[src/rtl/shift_pkg.sv]
// ---------------------------------------------------------------------------
// shift_pkg
// Shared definitions for the shift-register family (PISO transmitter and
// the right-shifting SIPO receivers).
//   state_t        : transmitter FSM state encoding (IDLE / SHIFT)
//   DEFAULT_WIDTH  : word width used by default on both link ends
//   cntWidth()     : bit-counter width for a given word width (min 1 bit)
// ---------------------------------------------------------------------------
package shift_pkg;

  typedef enum logic {
    IDLE  = 1'b0,
    SHIFT = 1'b1
  } state_t;

  localparam int DEFAULT_WIDTH = 4;

  // A one-bit word still needs a one-bit counter so the port never
  // collapses to zero width; $clog2 alone would give 0 for width 1.
  function automatic int cntWidth(input int width);
    int w;
    w = $clog2(width);
    return (w < 1) ? 1 : w;
  endfunction

endpackage

[src/rtl/shift_bit_counter.sv]
// ---------------------------------------------------------------------------
// shift_bit_counter
// Counts the bit position of the word currently on the serial line.
//   clk        : system clock
//   rst_n      : asynchronous active-low reset, count returns to 0
//   i_clear    : force the count to 0 on the next edge (highest priority)
//   i_enable   : advance the count by one on the next edge
//   o_count    : current bit position, 0 .. WIDTH-1
//   o_terminal : high while the count sits on the last bit (WIDTH-1)
// ---------------------------------------------------------------------------
module shift_bit_counter
  import shift_pkg::*;
#(
  parameter int WIDTH = DEFAULT_WIDTH,
  parameter int CW    = cntWidth(WIDTH)
) (
  input  logic          clk,
  input  logic          rst_n,
  input  logic          i_clear,
  input  logic          i_enable,
  output logic [CW-1:0] o_count,
  output logic          o_terminal
);

  localparam logic [CW-1:0] LAST = CW'(WIDTH - 1);

  logic [CW-1:0] r_count;

  // Count register. Clear wins over enable so that a new word loaded on
  // the last bit restarts at position 0. The count also refuses to step
  // past the last position, so it can never wrap even if enable is held.
  always_ff @(posedge clk or negedge rst_n) begin
    if (!rst_n) begin
      r_count <= '0;
    end else if (i_clear) begin
      r_count <= '0;
    end else if (i_enable && (r_count != LAST)) begin
      r_count <= r_count + CW'(1);
    end
  end

  assign o_count    = r_count;
  assign o_terminal = (r_count == LAST);

endmodule

[src/rtl/shift_piso_tx.sv]
// ---------------------------------------------------------------------------
// shift_piso_tx
// Parallel-in / serial-out transmitter. A word is taken over a valid/ready
// handshake and sent one bit per clock, LSB first by default, so a
// right-shifting SIPO sampling s_out rebuilds the word in place.
//   clk        : system clock, all state changes on the rising edge
//   rst_n      : asynchronous active-low reset, drops any word in flight
//   p_in       : parallel word, captured only when accepted
//   load_valid : p_in is valid
//   load_ready : a word can be accepted at the next rising edge
//   s_out      : serial data bit
//   s_valid    : s_out carries a data bit this cycle
//   s_first    : current bit is the first of its word
//   s_last     : current bit is the last of its word
//   busy       : transmitter is in the SHIFT state
// ---------------------------------------------------------------------------
module shift_piso_tx
  import shift_pkg::*;
#(
  parameter int WIDTH     = DEFAULT_WIDTH,
  parameter bit LSB_FIRST = 1'b1
) (
  input  logic             clk,
  input  logic             rst_n,
  input  logic [WIDTH-1:0] p_in,
  input  logic             load_valid,
  output logic             load_ready,
  output logic             s_out,
  output logic             s_valid,
  output logic             s_first,
  output logic             s_last,
  output logic             busy
);

  localparam int CW = cntWidth(WIDTH);

  state_t           r_state;
  state_t           w_nextState;
  logic [WIDTH-1:0] r_shiftReg;
  logic [CW-1:0]    w_count;
  logic             w_terminal;
  logic             w_accept;
  logic             w_countClear;
  logic             w_countEnable;
  logic             w_outBit;

  // Bit position tracker; its terminal flag marks the last bit of a word,
  // which is also the only SHIFT cycle in which a new word may be taken.
  shift_bit_counter #(
    .WIDTH (WIDTH),
    .CW    (CW)
  ) u_bitCounter (
    .clk        (clk),
    .rst_n      (rst_n),
    .i_clear    (w_countClear),
    .i_enable   (w_countEnable),
    .o_count    (w_count),
    .o_terminal (w_terminal)
  );

  assign w_outBit = LSB_FIRST ? r_shiftReg[0] : r_shiftReg[WIDTH-1];
  assign w_accept = load_valid & load_ready;

  // State register. Reset lands in IDLE straight away, which forces every
  // serial output low without waiting for a clock edge.
  always_ff @(posedge clk or negedge rst_n) begin
    if (!rst_n) begin
      r_state <= IDLE;
    end else begin
      r_state <= w_nextState;
    end
  end

  // Next-state and output decode. Outputs are functions of registered
  // state only, so s_out only moves on rising edges. On the last bit of a
  // word the block advertises ready; taking a word there keeps us in SHIFT
  // with no idle cycle between words, otherwise we fall back to IDLE.
  always_comb begin
    w_nextState   = r_state;
    load_ready    = 1'b0;
    s_out         = 1'b0;
    s_valid       = 1'b0;
    s_first       = 1'b0;
    s_last        = 1'b0;
    busy          = 1'b0;
    w_countClear  = 1'b1;
    w_countEnable = 1'b0;
    case (r_state)
      IDLE: begin
        load_ready = 1'b1;
        if (load_valid) begin
          w_nextState = SHIFT;
        end
      end
      SHIFT: begin
        busy          = 1'b1;
        s_valid       = 1'b1;
        s_out         = w_outBit;
        s_first       = (w_count == '0);
        s_last        = w_terminal;
        load_ready    = w_terminal;
        w_countClear  = w_terminal;
        w_countEnable = ~w_terminal;
        if (w_terminal && !load_valid) begin
          w_nextState = IDLE;
        end
      end
      default: begin
        w_nextState = IDLE;
      end
    endcase
  end

  // Data shift register. An accepted word always overwrites the contents;
  // otherwise, mid-word, the next bit is moved to the output end and the
  // vacated end fills with zero. Nothing shifts on the last bit, so a word
  // that is not followed by another simply stays parked until reloaded.
  always_ff @(posedge clk or negedge rst_n) begin
    if (!rst_n) begin
      r_shiftReg <= '0;
    end else if (w_accept) begin
      r_shiftReg <= p_in;
    end else if ((r_state == SHIFT) && !w_terminal) begin
      r_shiftReg <= LSB_FIRST ? (r_shiftReg >> 1) : (r_shiftReg << 1);
    end
  end

endmodule

[config.mk]
export PLATFORM = sky130hd
export DESIGN_NAME = shift_piso_tx
export DESIGN_NICKNAME = d
export VERILOG_FILES = /design/src/rtl/shift_pkg.sv /design/src/rtl/shift_bit_counter.sv /design/src/rtl/shift_piso_tx.sv
export SDC_FILE = /design/constraint.sdc
export NUM_CORES = 1
export LEC_CHECK = 0
export CORE_MARGIN = 5
export CORE_UTILIZATION = 25
export CTS_CLUSTER_SIZE = 10
export DETAILED_ROUTE_END_ITERATION = 10
export GPL_TIMING_DRIVEN = 0
export PLACE_DENSITY = 0.62
export SYNTH_ARGS = -nofsm -noshare
export SYNTH_HDL_FRONTEND = slang
export SYNTH_SLANG_ARGS = --single-unit
export TNS_END_PERCENT = 1
[constraint.sdc]
create_clock -name clk -period 1.2 [get_ports clk]
set_input_delay 0.24 -clock clk [delete_from_list [all_inputs] [get_ports clk]]
set_output_delay 0.24 -clock clk [all_outputs]
set_load 0.005 [all_outputs]
==> summary.txt <==
=========================================================================================
Status                                                                       finished, violations left
Violations in the final reports                                              setup timing
Final Hold Vio Count                                                                    0
Post-detailed-route wirelength per cell                                           11.0 um
Count of different cell masters after synthesis                                        11
Final setup violating endpoints                                                         7
Area fraction of the dominant cell type after synthesis                             47.8%
Worst EP required                                                                 0.96 ns
Maximum level of the CTS H-tree                                                         1
Critical register-to-register path startpoint                                u_bitCounter.o_count[0]
Count of placed standard cells in the final layout, fillers left out                   66
Main synth FF type                                                           sky130_fd_sc_hd__dfrtp_1
Die H                                                                             48.3 um
Yosys Warn Count                                                                        0
Count of unresolved DRC violations after routing                                        0
IO Pins                                                                                13
Clock insertion delay at the later pin of the skew report                         0.26 ns
Remaining max-slew budget at the tightest pin                                       78.2%
Leakage power                                                                 0.000293 uW
Antenna violations before repair                                                        0
GR Layer Usage met1                                                                 8.78%
FMAX                                                                              705 MHz
Largest cells by area after synthesis                                        sky130_fd_sc_hd__dfrtp_1, sky130_fd_sc_hd__mux2_2, sky130_fd_sc_hd__ha_1
Clock tree from TritonCTS                                                           built
Maximum buffer depth of the clock tree                                                  2
Initial standard-cell utilization of the core                                       27.2%
Data arrival, critical path                                                       1.18 ns
Overall power consumption                                                         1360 uW
Clock transition at path regs                                                     0.05 ns
Final setup slack of the worst path                                             -0.218 ns
Storage cell area                                                                 176 um2
Worst setup EP type                                                           output port
Highest fanout seen on the critical path                                                4
Total CTS buffers                                                                       3
Peak supply drop                                                                 0.875 mV
Post-synthesis average cell area                                                 11.8 um2
Post-Synthesis Cells                                                                   31
Most frequent cell after synthesis                                           sky130_fd_sc_hd__dfrtp_1
Critical path class                                                            reg -> out
Least-Margin Pin Slew                                                            0.325 ns
Number of hold-repair buffers added at the cts stage                                    0
Worst clock skew                                                               0.00603 ns
Floorplan die width                                                               48.3 um
Final total negative setup slack                                                -0.883 ns
Worst reg2reg path endpoint                                                  r_shiftReg[2]
Setup repair after global routing missed its margin                                  true
Crit path launch type                                                                flop
Met2 Resource Use GR                                                                10.7%
Vias in the first global route                                                        266
Post-route clock period utilization                                                  118%
Port Buf Inserts                                                                       12
Placer Congestion                                                                   0.603
Total vias in the final route                                                         285
Cell accounting for the most synthesized area                                sky130_fd_sc_hd__dfrtp_1
Fraction of final layout cells sized beyond drive strength 1                        52.9%
DRT Pass-1 Iters                                                                        2
Layer with the highest usage                                                         met2
Placeable core region                                                            1350 um2
Antenna viol nets, final                                                                0
Layout overhead on the synthesized area                                             64.5%
Area of the multi-input gates                                                     201 um2
Count of nets after finishing                                                          62
DP Cell Count                                                                          58
Clock sink count                                                                        7
Post-synthesis cell area                                                          367 um2
Min Clock Period, post-route                                                      1.42 ns
Total power density per cell area                                             2250 nW/um2
Diode insertion count for antenna repair                                                0
Initial drt markers                                                                     2
Portion of the post-synthesis area used by sequential elements                      47.8%
Yosys reg bits                                                                          7
Met3 demand-to-capacity share in global routing                                     5.90%
Number of filler instances in the final layout                                        141
Wire length of the first global-routing pass                                      1120 um
Slack of the worst reg-to-reg path                                               -0.09 ns
Type of the most critical hold path                                           in -> async
Largest net degree at the start of global routing                                       8
Number of enable-type register cells in the synthesized netlist                         0
Via/cell ratio                                                                       4.32
Clk Tree Root Cell                                                           sky130_fd_sc_hd__clkbuf_4
Total gr overflow                                                                       0
Number of nets produced by synthesis                                                   41
Final Max Slew Viols                                                                    0
Placement-stage worst setup slack                                               -0.393 ns
Commonest cells in the netlist                                               sky130_fd_sc_hd__dfrtp_1, sky130_fd_sc_hd__and2_1, sky130_fd_sc_hd__inv_1, sky130_fd_sc_hd__mux2_2
Max capacitance violation total                                                         0
Final WL                                                                           728 um
Number of rows in the core area                                                        13
Proportion of register bits with asynchronous set or reset after synthesis           100%
All-layer global routing usage                                                      7.47%
R2R cell count                                                                          4
Area of the die                                                                  2330 um2
=========================================================================================
-- cell type report --
| class | count | area share, % |
|---|---|---|
| clock buffer | 4 | 4.36 |
| inverter | 4 | 2.90 |
| multi-input combinational | 18 | 33.4 |
| timing repair buffer | 17 | 25.1 |
| tap | 15 | 3.11 |
| sequential | 7 | 29.3 |
| buffer | 1 | 1.87 |
-- layout by cell type, fill, tap and decap left out, drive strengths merged --
master,Yosys,routed
dlygate4sd2,0,1
buf,2,10
inv,4,4
clkdlybuf4s15,0,1
clkdlybuf4s50,0,5
dfrtp,7,7
ha,3,3
a21o,1,1
nand2b,1,1
nor2,2,2
clkbuf,0,5
and2,4,4
mux2,7,7
-- power by group --
group	total, uW	internal, uW	switching [uW]	leakage (uW)
clock network	217	127	89.7	0.0000150
registers	400	331	68.8	0.0000867
logic	743	482	261	0.000191
total	1360	940	420	0.000293
-- sequential cells by signal, summed over array words and instances, names as in the netlist --
name / count
r_shiftReg: 4
u_bitCounter.o_count: 2
r_state: 1
-- worst max-delay path, cell delays in order (launching register included) --
cell	delay, ns
sky130_fd_sc_hd__dfrtp_1	0.41
sky130_fd_sc_hd__buf_6	0.12
sky130_fd_sc_hd__inv_4	0.03
sky130_fd_sc_hd__ha_4	0.13
sky130_fd_sc_hd__and2_4	0.12
sky130_fd_sc_hd__buf_6	0.10
-- worst max path at each step --
stage	slack, ns	end	start	cells past startpoint
floorplan	0.009	r_shiftReg[0]	u_bitCounter.o_count[0]	4
global placement	-0.39	r_shiftReg[2]	load_valid	3
detailed placement	-0.39	r_shiftReg[2]	load_valid	3
CTS	-0.24	s_first	u_bitCounter.o_count[0]	5
global route	-0.25	s_first	u_bitCounter.o_count[0]	5
finish	-0.22	s_first	u_bitCounter.o_count[0]	5
-- logic make-up (layout without fill, tap and decap cells) --
logic type               count (synthesis)  count (layout)  share of synthesized area [%]
AND/OR/NAND/NOR                          7               7                           10.6
AO/OA/AOI/OAI                            1               1                           2.39
flip-flops                               7               7                           47.8
multiplexers                             7               7                           21.5
buffers and inverters                    6              26                           7.51
adder cells (fa/ha/maj)                  3               3                           10.2
-- metrics by stage --
step / cell area (um2) / hold WS [ns] / utilization [%]
after floorplan: 383 / -0.0556 / -
after global placement: 522 / 0.484 / 38.6
after detailed placement: 522 / 0.491 / 38.6
after CTS: 571 / 0.254 / 42.3
after global routing: 603 / 0.271 / 44.7
final: 603 / 0.244 / 44.7
-- what timing repair did --
item	4_1_cts	5_1_grt
resized for setup	25	10
buffers inserted	4	1
pin swaps	4	0
endpoints found under the setup margin	10	9
-- metal layers --
| metal | vias to the layer above | wire length (um) | part of all wire (%) |
|---|---|---|---|
| met5 | - | 0 | 0 |
| met4 | 0 | 0 | 0 |
| met3 | 0 | 110 | 15 |
| met2 | 13 | 320 | 44 |
| met1 | 135 | 296 | 41 |
| li1 | 137 | - | - |
No activity file was read; power rests on OpenSTA's default activity.
